<file path="src/rtl/poly_eval_horner.sv">
// Streaming Horner-rule polynomial evaluator: loads DEGREE+1 coefficients (highest first), then x, then does one multiply-add per clock.
// Optional sticky overflow flag out_ovf is built when the POLY_OVF_FLAG_EN macro is defined.
module poly_eval_horner #(
    parameter int DATA_W = 8,
    parameter int DEGREE = 2
) (
    input  logic              clk,
    input  logic              reset,
    input  logic              in_valid,
    input  logic [DATA_W-1:0] in_data,
    output logic              in_ready,
    input  logic              keep_coef,
    output logic              out_valid,
    output logic [DATA_W-1:0] out_data,
`ifdef POLY_OVF_FLAG_EN
    output logic              out_ovf,
`endif
    input  logic              out_ready
);

    localparam int IDX_W  = $clog2(DEGREE + 1);
    localparam int FULL_W = 2 * DATA_W + 1;

    typedef enum logic [1:0] {
        S_LOAD_COEF = 2'd0,
        S_LOAD_X    = 2'd1,
        S_CALC      = 2'd2,
        S_DONE      = 2'd3
    } state_t;

    state_t             state_q, state_d;
    logic [IDX_W-1:0]   idx_q, idx_d;
    logic [IDX_W-1:0]   step_q, step_d;
    logic [DATA_W-1:0]  acc_q, acc_d;
    logic [DATA_W-1:0]  x_q, x_d;
    logic [DATA_W-1:0]  out_data_q, out_data_d;
    logic               in_ready_q, in_ready_d;
    logic               out_valid_q, out_valid_d;
    logic [DATA_W-1:0]  coef_q [0:DEGREE];
    logic               coef_we_s;
    logic [IDX_W-1:0]   coef_sel_s;
    logic               in_fire_s;
    logic               out_fire_s;
    logic [FULL_W-1:0]  full_s;

    // One Horner step at full precision so the carry-out is visible before truncation.
    function automatic logic [FULL_W-1:0] mac_full(input logic [DATA_W-1:0] acc,
                                                   input logic [DATA_W-1:0] x,
                                                   input logic [DATA_W-1:0] c);
        logic [FULL_W-1:0] a_w;
        logic [FULL_W-1:0] x_w;
        logic [FULL_W-1:0] c_w;
        a_w = {{(DATA_W + 1){1'b0}}, acc};
        x_w = {{(DATA_W + 1){1'b0}}, x};
        c_w = {{(DATA_W + 1){1'b0}}, c};
        return (a_w * x_w) + c_w;
    endfunction

    assign in_fire_s  = in_valid & in_ready_q;
    assign out_fire_s = out_valid_q & out_ready;
    assign coef_sel_s = IDX_W'(DEGREE) - idx_q;
    assign full_s     = mac_full(acc_q, x_q, coef_q[step_q]);

    assign in_ready   = in_ready_q;
    assign out_valid  = out_valid_q;
    assign out_data   = out_data_q;

    // Next-state and datapath control for the load/calc/done sequence.
    always_comb begin
        state_d    = state_q;
        idx_d      = idx_q;
        step_d     = step_q;
        acc_d      = acc_q;
        x_d        = x_q;
        out_data_d = out_data_q;
        coef_we_s  = 1'b0;
        case (state_q)
            S_LOAD_COEF: begin
                if (in_fire_s) begin
                    coef_we_s = 1'b1;
                    if (idx_q == IDX_W'(DEGREE)) begin
                        idx_d   = IDX_W'(0);
                        state_d = S_LOAD_X;
                    end else begin
                        idx_d = idx_q + IDX_W'(1);
                    end
                end else begin
                    idx_d = idx_q;
                end
            end
            S_LOAD_X: begin
                if (in_fire_s) begin
                    x_d     = in_data;
                    acc_d   = coef_q[DEGREE];
                    step_d  = IDX_W'(DEGREE - 1);
                    state_d = S_CALC;
                end else begin
                    x_d = x_q;
                end
            end
            S_CALC: begin
                acc_d = full_s[DATA_W-1:0];
                if (step_q == IDX_W'(0)) begin
                    out_data_d = full_s[DATA_W-1:0];
                    state_d    = S_DONE;
                end else begin
                    step_d = step_q - IDX_W'(1);
                end
            end
            S_DONE: begin
                if (out_fire_s) begin
                    if (keep_coef) begin
                        state_d = S_LOAD_X;
                    end else begin
                        state_d = S_LOAD_COEF;
                        idx_d   = IDX_W'(0);
                    end
                end else begin
                    state_d = S_DONE;
                end
            end
            default: begin
                state_d = S_LOAD_COEF;
                idx_d   = IDX_W'(0);
            end
        endcase
        in_ready_d  = (state_d == S_LOAD_COEF) || (state_d == S_LOAD_X);
        out_valid_d = (state_d == S_DONE);
    end

    // Control and datapath registers.
    always_ff @(posedge clk or posedge reset) begin
        if (reset) begin
            state_q     <= S_LOAD_COEF;
            idx_q       <= IDX_W'(0);
            step_q      <= IDX_W'(0);
            acc_q       <= '0;
            x_q         <= '0;
            out_data_q  <= '0;
            in_ready_q  <= 1'b1;
            out_valid_q <= 1'b0;
        end else begin
            state_q     <= state_d;
            idx_q       <= idx_d;
            step_q      <= step_d;
            acc_q       <= acc_d;
            x_q         <= x_d;
            out_data_q  <= out_data_d;
            in_ready_q  <= in_ready_d;
            out_valid_q <= out_valid_d;
        end
    end

    // Coefficient file; word k of a load lands in slot DEGREE-k.
    always_ff @(posedge clk or posedge reset) begin
        if (reset) begin
            for (int i = 0; i <= DEGREE; i++) begin
                coef_q[i] <= '0;
            end
        end else if (coef_we_s) begin
            coef_q[coef_sel_s] <= in_data;
        end
    end

`ifdef POLY_OVF_FLAG_EN
    logic ovf_q, ovf_d;

    // Sticky carry-out flag, cleared as a new evaluation starts.
    always_comb begin
        ovf_d = ovf_q;
        if ((state_q == S_LOAD_X) && in_fire_s) begin
            ovf_d = 1'b0;
        end else if (state_q == S_CALC) begin
            ovf_d = ovf_q | (|full_s[FULL_W-1:DATA_W]);
        end else begin
            ovf_d = ovf_q;
        end
    end

    // Overflow flag register.
    always_ff @(posedge clk or posedge reset) begin
        if (reset) begin
            ovf_q <= 1'b0;
        end else begin
            ovf_q <= ovf_d;
        end
    end

    assign out_ovf = ovf_q;
`else
    logic unused_carry_s;
    assign unused_carry_s = ^full_s[FULL_W-1:DATA_W];
`endif

endmodule
</file>
<file path="config.mk">
export PLATFORM = sky130hd
export DESIGN_NAME = poly_eval_horner
export DESIGN_NICKNAME = d
export VERILOG_FILES = /design/src/rtl/poly_eval_horner.sv
export SDC_FILE = /design/constraint.sdc
export NUM_CORES = 1
export LEC_CHECK = 0
export CORE_MARGIN = 1
export CORE_UTILIZATION = 60
export DETAILED_ROUTE_END_ITERATION = 8
export DONT_BUFFER_PORTS = 1
export GPL_TIMING_DRIVEN = 0
export PLACE_DENSITY = 0.76
export SYNTH_ARGS = -nofsm -noshare
export SYNTH_HDL_FRONTEND = slang
export SYNTH_SLANG_ARGS = --single-unit
export TNS_END_PERCENT = 50
</file>
<file path="constraint.sdc">
create_clock -name clk -period 12.73 [get_ports clk]
set_clock_uncertainty 0.15 [all_clocks]
set_input_delay 2.546 -clock clk [delete_from_list [all_inputs] [get_ports clk]]
set_output_delay 2.546 -clock clk [all_outputs]
set_load 0.02 [all_outputs]
</file>
# Yosys cells after proc, flatten, opt, wreduce, memory -nomap -nowiden
# Cells that the tools add are included.
# op_classes
add_sub_neg	4
n_mul	1
div_mod_pow	0
magnitude_cmp	3
eq_ne	11
shifts	0
mux	25
bitwise	4
n_reduce_logical	12
# op_table
op	count
two-way mux 8 bit	4
bitwise mux 24 bit	1
two-way mux 2 bit	11
binary-select mux 8 bit (select 2 bit)	1
demux 8 bit (select 2 bit)	1
one-hot mux 8 bit (2 select lines)	1
inequality test 2 bit, second input constant	5
adder 8 bit	1
== test 2 bit, second input constant	4
multiplier 8 x 8 -> 8 bit	1
one-hot mux 2 bit (2 select lines)	2
one-hot mux 2 bit (4 select lines)	1
>= comparator 3 bit, second input constant	2
zero test 2 bit	3
inverter 2 -> 3 bit	2
AND reduction 2 bit	3
== test 2 x 1 -> 1 bit, second input constant	2
AND reduction 4 bit	1
nonzero test 2 bit	2
less-than comparator 3 x 1 -> 1 bit, second input constant	1
two-way mux 1 bit	3
AND reduction 3 bit	1
adder 2 x 1 -> 2 bit, second input constant	1
AND 1 bit	2
4 further kinds	4
# totals
reg_bits	56
latchBits	0
mem_bits_rw	0
rom_bits	0
n_memories	0

# Logic depth before layout (Yosys ltp)
# Gate-level depths: netlist of run 1.
# depth
ltp_word	7
depth_mapped	20
ltp_nobuf	19

# Least setup slack after synthesis of run 1
# No wires, ideal clock.
# synth_timing
path_type	flip-flop to flip-flop
startpoint	register step_q[1]
endpoint	register out_data_q[7] (netlist: out_data[7])
setup_ns	0.134
t_arrival_ns	4.306
t_required_ns	12.446
setup_slack_ns	8.140
path_stages_with_launch	17
period_less_slack_ns	4.590
path_cell_list	dfrtp_1 -> buf_1 -> mux2i_1 -> nor2_1 -> a21oi_1 -> fa_1 -> fa_1 -> inv_1 -> fa_1 -> inv_1 -> fa_1 -> inv_1 -> ha_1 -> a21oi_1 -> xnor3_1 -> xnor2_1 -> o21ai_0
# synth_via
elab_chain_len	5
# synth_lines
item	line	text
start: declaration	33	logic [IDX_W-1:0] step_q, step_d;
start signal: assignment	145	step_q <= step_d;
inverter 2 -> 3 bit (not written as such)	62	assign full_s = mac_full(acc_q, x_q, coef_q[step_q]);
binary-select mux 8 bit (select 2 bit)	62	
two-way mux 8 bit (not written as such) (2 in a row)	62	
adder 8 bit	56	return (a_w * x_w) + c_w;
end signal: assignment	148	out_data_q <= out_data_d;
end: declaration	36	logic [DATA_W-1:0] out_data_q, out_data_d;
# Several ways; a longest one is shown, not always the timed one. The select of a mux whose other input is x is not followed.
# A chain may end at the register's enable or synchronous reset.

# Worst setup path in the final report of run 1
# layout_timing
startpoint	register step_q[0]
endpoint	register out_data_q[7] (netlist: out_data[7])
# Same word-level chain as after synthesis.

==> flow_metrics.py, run 1 <==
metrics = {
    "flow_run": {
        "maxCapViolCount": 0,
    },
    "synthesis": {
        "synth_top_family_by_area": "adder cells",
        "synthAdderAreaFrac": 0.1716,
        "ys_seq_area_frac": 0.4109,
        "async_reset_ff_frac": 1.000,
        "synth_warnings": 0,
        "synth_compound_area_frac": 0.06158,
        "synth_xor_area_frac": 0.04765,
        "postSynthAreaPerCell_um2": 10.25,
        "synth-edff-count": 0,
        "synth_mux_area_frac": 0.1191,
        "synth_flop_cell": "dfrtp_1",
        "ys_ff_latch": 56,
        "synth.net_count": 382,
        "syn_area_mm2": 0.003413,
        "synth_cells": 333,
        "netlist-cell-type-count": 34,
        "yosys.area_share.simple": 0.1371,
    },
    "critical_path": {
        "cp_top_family": "adder cells",
        "crit_buf_inv": 5,
        "worstSetupPathType": "reg2reg",
        "cp_cell_sequence": "clkbuf_1, inv_1, nor2_1, a21oi_1, fa_1, fa_1, inv_1, fa_1, inv_1, fa_1, inv_1, ha_1, a21oi_1, xnor3_1, xnor2_1, o21ai_0",
        "endpoint_kind": "register",
        "cp_slowest_cell": "fa_1",
        "worst_r2r_path_depth": 16,
        "crit_arrival_ns": 5.32,
        "max_stage_delay_ns": 0.53,
        "path_max_fanout": 10,
        "crit-reg2reg-launch": "step_q[0]",
        "r2r_end": "out_data[7]",
        "cp.required_ns": 12.77,
        "r2r_setup_slack_ns": 7.46,
        "critPathLaunchType": "register",
    },
    "die": {
        "die_w_um": 77.43,
        "dieArea_mm2": 0.005995,
        "pin_count": 23,
        "initial_core_util": 0.6199,
        "die_h_um": 77.43,
        "core_area_mm2": 0.005507,
        "row_count": 27,
    },
    "final_layout": {
        "nets": 390,
        "fillers": 424,
        "area_growth_pct": 6.488,
        "multi_input_area_mm2": 0.001833,
        "regArea_mm2": 0.001403,
        "antenna_cells": 0,
        "layout-drive-gt1-share": 0.1345,
    },
    "grt": {
        "antenna_found_initial": 0,
        "grt.met3_usage": 0.04706,
        "grt_pass1_wl_um": 11550,
        "grt_max_degree": 31,
        "grtUsageMet1": 0.3447,
        "grt_usage": 0.2555,
        "grt_pass1_vias": 2283,
        "grtUsageMet2": 0.4230,
        "grt.overflow.total": 0,
        "top_usage_layer": "met2",
    },
    "place": {
        "portBuffers": 0,
        "dp_hpwl_um": 5215,
        "routabilityCongestion": 0.8391,
    },
    "clock_network": {
        "numCtsBuffers": 5,
        "hold_buffers": 0,
        "cts-root-buf": "clkbuf_8",
        "clk_latency_ns": 0.31,
        "clkSlewWorstSetupHoldPaths_ns": 0.09,
        "cts_tree": "done",
        "cts_setup_buffers": 0,
        "postCtsResizedCells": 0,
        "htree_levels": 2,
        "clockBufferDepth": 2,
        "clock-sinks": 56,
    },
    "run_status": {
        "status": "finished, final reports clean",
    },
    "route": {
        "drt_wl_total_um": 6659,
        "viasPerCell": 5.543,
        "drc": 0,
        "ant_nets": 0,
        "dr.pass1.iters": 4,
        "vias": 2295,
        "drtIter0Drc": 134,
        "wl_per_cell_um": 16.08,
    },
    "sta": {
        "finalSetupViolCount": 0,
        "hold_viol": 0,
        "finalCritPeriodShare": 0.4142,
        "period_needed_ns": 5.272,
        "fmax_ghz": 0.1897,
        "rsz0062_at_grt": "no",
        "maxSlewHeadroom": 0.5773,
        "finalMaxSlewViolations": 0,
        "setup-tns-final_ns": 0,
        "worst_slew_pin_slew_ns": 0.6340,
    },
    "worst_hold_path": {
        "hold_depth": 2,
        "worstHoldPathType": "reg2reg",
        "min_from": "x_q[7]",
        "min_to": "x_q[7]",
    },
}
## worst max-delay path by stage
stage / startpoint / to / slack [ns] / cells past startpoint
4_1_cts: step_q[0] / out_data[7] / 7.44 / 16
3_3_place_gp: step_q[0] / out_data[7] / 7.56 / 16
2_1_floorplan: step_q[1] / out_data[7] / 8.14 / 16
3_5_place_dp: step_q[0] / out_data[7] / 7.53 / 16
5_1_grt: step_q[0] / out_data[7] / 6.99 / 20
6_report: step_q[0] / out_data[7] / 7.46 / 16
## cell usage in the layout, fill, tap and decap left out, drive strengths merged
master  count
o21ai      11
nand2      74
buf         6
inv        38
or2         1
a221o       1
a21oi      10
dfrtp      55
a31oi       2
o21a        1
a21o        3
ha         18
xor2        5
dfstp       1
clkbuf      9
bufinv      1
or2b        2
nand3       1
xnor2      11
nor3        2
mux2i       8
a22oi       5
o22ai       1
o32ai       1
nand3b      1
xnor3       1
mux2       29
nor2       14
and2       11
nor2b       1
fa         18
## synth_stat cells, types with 2 or more instances
cell type | number | area [um2]
clkbuf_1 | 3 | 11.26
ha_1 | 18 | 225.2
xnor2_1 | 11 | 96.34
buf_1 | 2 | 7.510
a21oi_1 | 10 | 50.05
o21ai_0 | 11 | 55.05
mux2i_1 | 8 | 80.08
dfrtp_1 | 55 | 1376
nand2_1 | 72 | 270.3
or2b_1 | 2 | 15.01
xor2_1 | 5 | 43.79
mux2_2 | 29 | 326.6
a31oi_1 | 2 | 12.51
a21o_1 | 3 | 22.52
a22oi_1 | 5 | 37.54
nor2_1 | 14 | 52.55
nand2_2 | 2 | 12.51
fa_1 | 18 | 360.4
buf_4 | 2 | 15.01
inv_1 | 37 | 138.9
and2_1 | 11 | 68.82
## flip-flops by register name (all words and copies together) (netlist names)
register,flops
x_q,8
in_ready,1
acc_q,8
coef_q,24
out_data,8
step_q,2
out_valid,1
state_q,2
idx_q,2
## tightest hold or removal path, delay by kind of cell, from the launching register on
family | cells | cell delay [ns]
DFF | 1 | 0.36
and+or+nand+nor | 2 | 0.11
## logic make-up after synthesis
family	after synthesis
mux	37
xor+xnor	17
fa+ha+maj	36
compound gates	35
flops	56
buf+inv	45
simple gates	107
## through the flow
| step | worst slack [ns] | instance area [um2] | std cells | util | hold WS (ns) |
|---|---|---|---|---|---|
| CTS | 7.441 | 3635 | 414 | 0.6601 | 0.3523 |
| detailed placement | 7.529 | 3523 | 406 | 0.6399 | 0.3307 |
| floorplan | 8.140 | 3413 | 333 | - | 0.2955 |
| global placement | 7.556 | 3503 | 405 | 0.6362 | 0.3363 |
| global route | 6.993 | 3635 | 414 | 0.6601 | 0.3772 |
| finish | 7.458 | 3635 | 414 | 0.6601 | 0.3499 |
## layout make-up
| type | instances | area share |
|---|---|---|
| Timing Repair Buffer | 1 | 0.005508 |
| Tap cell | 72 | 0.02478 |
| Buffer | 8 | 0.01067 |
| Inverter | 37 | 0.03821 |
| Clock buffer | 6 | 0.01997 |
| Sequential cell | 56 | 0.3859 |
| Clock inverter | 2 | 0.01067 |
| Multi-Input combinational cell | 232 | 0.5043 |
## routing by layer
metal  routed length, um  up-vias
met1                2915     1155
met2                3367       39
met5                   0        -
met3                 293        7
li1                    -     1094
met4                  82        0
Power of run 1 is left out: the tool's default activity adds up to more than one toggle a clock period on the data nets, which glitch-free logic cannot reach.
==> run 2: changes to the inputs <==
--- a/config.mk
+++ b/config.mk
@@ -6,7 +6,7 @@
 export NUM_CORES = 1
 export LEC_CHECK = 0
 export CORE_MARGIN = 1
-export CORE_UTILIZATION = 60
+export CORE_UTILIZATION = 58
 export DETAILED_ROUTE_END_ITERATION = 8
 export DONT_BUFFER_PORTS = 1
 export GPL_TIMING_DRIVEN = 0
==> constraint.sdc (replaced) <==
create_clock -name clk -period 4.6 [get_ports clk]
set_clock_uncertainty 0.15 [all_clocks]
set_input_delay 0.92 -clock clk [delete_from_list [all_inputs] [get_ports clk]]
set_output_delay 0.92 -clock clk [all_outputs]
set_load 0.02 [all_outputs]
==> run 2 against run 1 <==
Against the previous run: die area is 3.4% higher; flip-flop and latch count unchanged; sequential share of layout area down 1.6 points; first-iteration DRC count is 34% lower; critical endpoint unchanged.
==> flow_metrics.py, run 2 (synthesized netlist as in run 1, its figures left out) <==
metrics = {
    "worst_hold_path": {
        "min_from": "x_q[6]",
        "min_to": "x_q[6]",
        "worstHoldPathType": "reg2reg",
        "hold_depth": 2,
    },
    "sta": {
        "setup-tns-final_ns": 0,
        "finalSetupViolCount": 0,
        "hold_viol": 0,
        "maxSlewHeadroom": 0.6238,
        "period_needed_ns": 4.516,
        "finalMaxSlewViolations": 0,
        "worst_slew_pin_slew_ns": 0.5635,
        "fmax_ghz": 0.2214,
        "finalCritPeriodShare": 0.9818,
    },
    "critical_path": {
        "r2r_end": "out_data[7]",
        "worst_r2r_path_depth": 16,
        "r2r_setup_slack_ns": 0.08,
        "crit_arrival_ns": 4.55,
        "path_max_fanout": 6,
        "critPathLaunchType": "register",
        "cp.required_ns": 4.64,
        "crit-reg2reg-launch": "step_q[1]",
        "worstSetupPathType": "reg2reg",
        "endpoint_kind": "register",
    },
    "route": {
        "viasPerCell": 5.648,
        "drc": 0,
        "ant_nets": 0,
        "vias": 2372,
        "drt_wl_total_um": 7129,
        "dr.pass1.iters": 4,
        "wl_per_cell_um": 16.97,
        "drtIter0Drc": 89,
    },
    "grt": {
        "grt_usage": 0.2573,
        "antenna_found_initial": 0,
        "grtUsageMet1": 0.3359,
        "grt_pass1_vias": 2484,
        "top_usage_layer": "met2",
        "grt_max_degree": 32,
        "grtUsageMet2": 0.4261,
        "grt.met3_usage": 0.05287,
        "grt_pass1_wl_um": 11900,
        "grt.overflow.total": 0,
    },
    "flow_run": {
        "maxCapViolCount": 0,
    },
    "clock_network": {
        "clkSlewWorstSetupHoldPaths_ns": 0.09,
        "clock-sinks": 56,
        "hold_buffers": 0,
        "htree_levels": 2,
        "cts_tree": "done",
        "clk_latency_ns": 0.31,
        "cts-root-buf": "clkbuf_8",
        "clockBufferDepth": 2,
        "numCtsBuffers": 5,
    },
    "final_layout": {
        "area_growth_pct": 11.33,
        "final_common_cell": "nand2_1",
        "final_cell_mix": "72 x nand2_1, 53 x dfrtp_1, 33 x inv_1",
        "largest_reg_flops": 24,
        "layout-drive-gt1-share": 0.2155,
        "nets": 396,
        "largest_register": "coef_q",
        "antenna_cells": 0,
    },
    "die": {
        "initial_core_util": 0.6123,
        "core_area_mm2": 0.005574,
        "die_w_um": 78.72,
        "pin_count": 23,
        "row_count": 27,
        "die_h_um": 78.72,
        "dieArea_mm2": 0.006196,
    },
    "place": {
        "routabilityCongestion": 0.8598,
        "dp_hpwl_um": 5349,
        "portBuffers": 0,
    },
    "run_status": {
        "status": "finished, final reports clean",
    },
}
==> run 2: changes by cell type in the layout (fill, tap and decap cells not counted), sizes merged <==
cell,change
buf,+7
inv,-1
==> run 2: area by class of cell <==
type                       instances  area (um2)
multi-input combinational        232        1937
fill                             436        1774
sequential                        56        1405
inverter                          37       138.9
timing repair buffer               9       91.34
tap                               72       90.09
clock buffer                       7       76.32
buffer                             6       31.28
clock inverter                     1       30.03
==> run 2: critical path, cell delays in order (launching register included) <==
cell and delay, ns:
dfrtp_2 0.51, nor2_4 0.25, buf_6 0.13, a21oi_1 0.07
fa_2 0.54, inv_1 0.06, fa_1 0.45, ha_1 0.28
inv_1 0.05, fa_1 0.53, inv_1 0.06, ha_4 0.25
a21o_1 0.18, a21oi_2 0.12, xnor3_1 0.44, xnor2_2 0.23
o21ai_1 0.09
==> run 2: routing by layer <==
| layer | vias up | wire length [um] |
|---|---|---|
| met1 | 1184 | 3094 |
| met2 | 73 | 3480 |
| met4 | 0 | 175 |
| met5 | - | 0 |
| li1 | 1099 | - |
| met3 | 16 | 378 |
==> run 2: metrics by stage <==
stage               area (um2)  hold slack (ns)  setup slack (ns)  utilization  instances
CTS                       3670           0.3611           0.01646       0.6584        416
floorplan                 3413           0.2955          0.009866            -        333
global route              3800           0.3879          -0.02783       0.6817        420
global placement          3503           0.3214           -0.6637       0.6285        405
detailed placement        3523           0.3270           -0.8106       0.6321        406
finish                    3800           0.3606           0.08391       0.6817        420
==> run 2: repair_timing <==
item	4_1_cts	5_1_grt
pin swaps	3	20
setup buffers	4	5
endpoints found under the setup margin	6	4
resized for setup	5	25
==> run 2: worst max-delay path by stage <==
stage | start | end | slack (ns)
after global routing | step_q[1] | out_data[7] | -0.03
after CTS | step_q[1] | out_data[7] | 0.02
after floorplan | step_q[1] | out_data[7] | 0.01
final | step_q[1] | out_data[7] | 0.08
after detailed placement | step_q[0] | out_data[7] | -0.81
after global placement | step_q[0] | out_data[7] | -0.66
Power of run 2 is left out for the same reason.
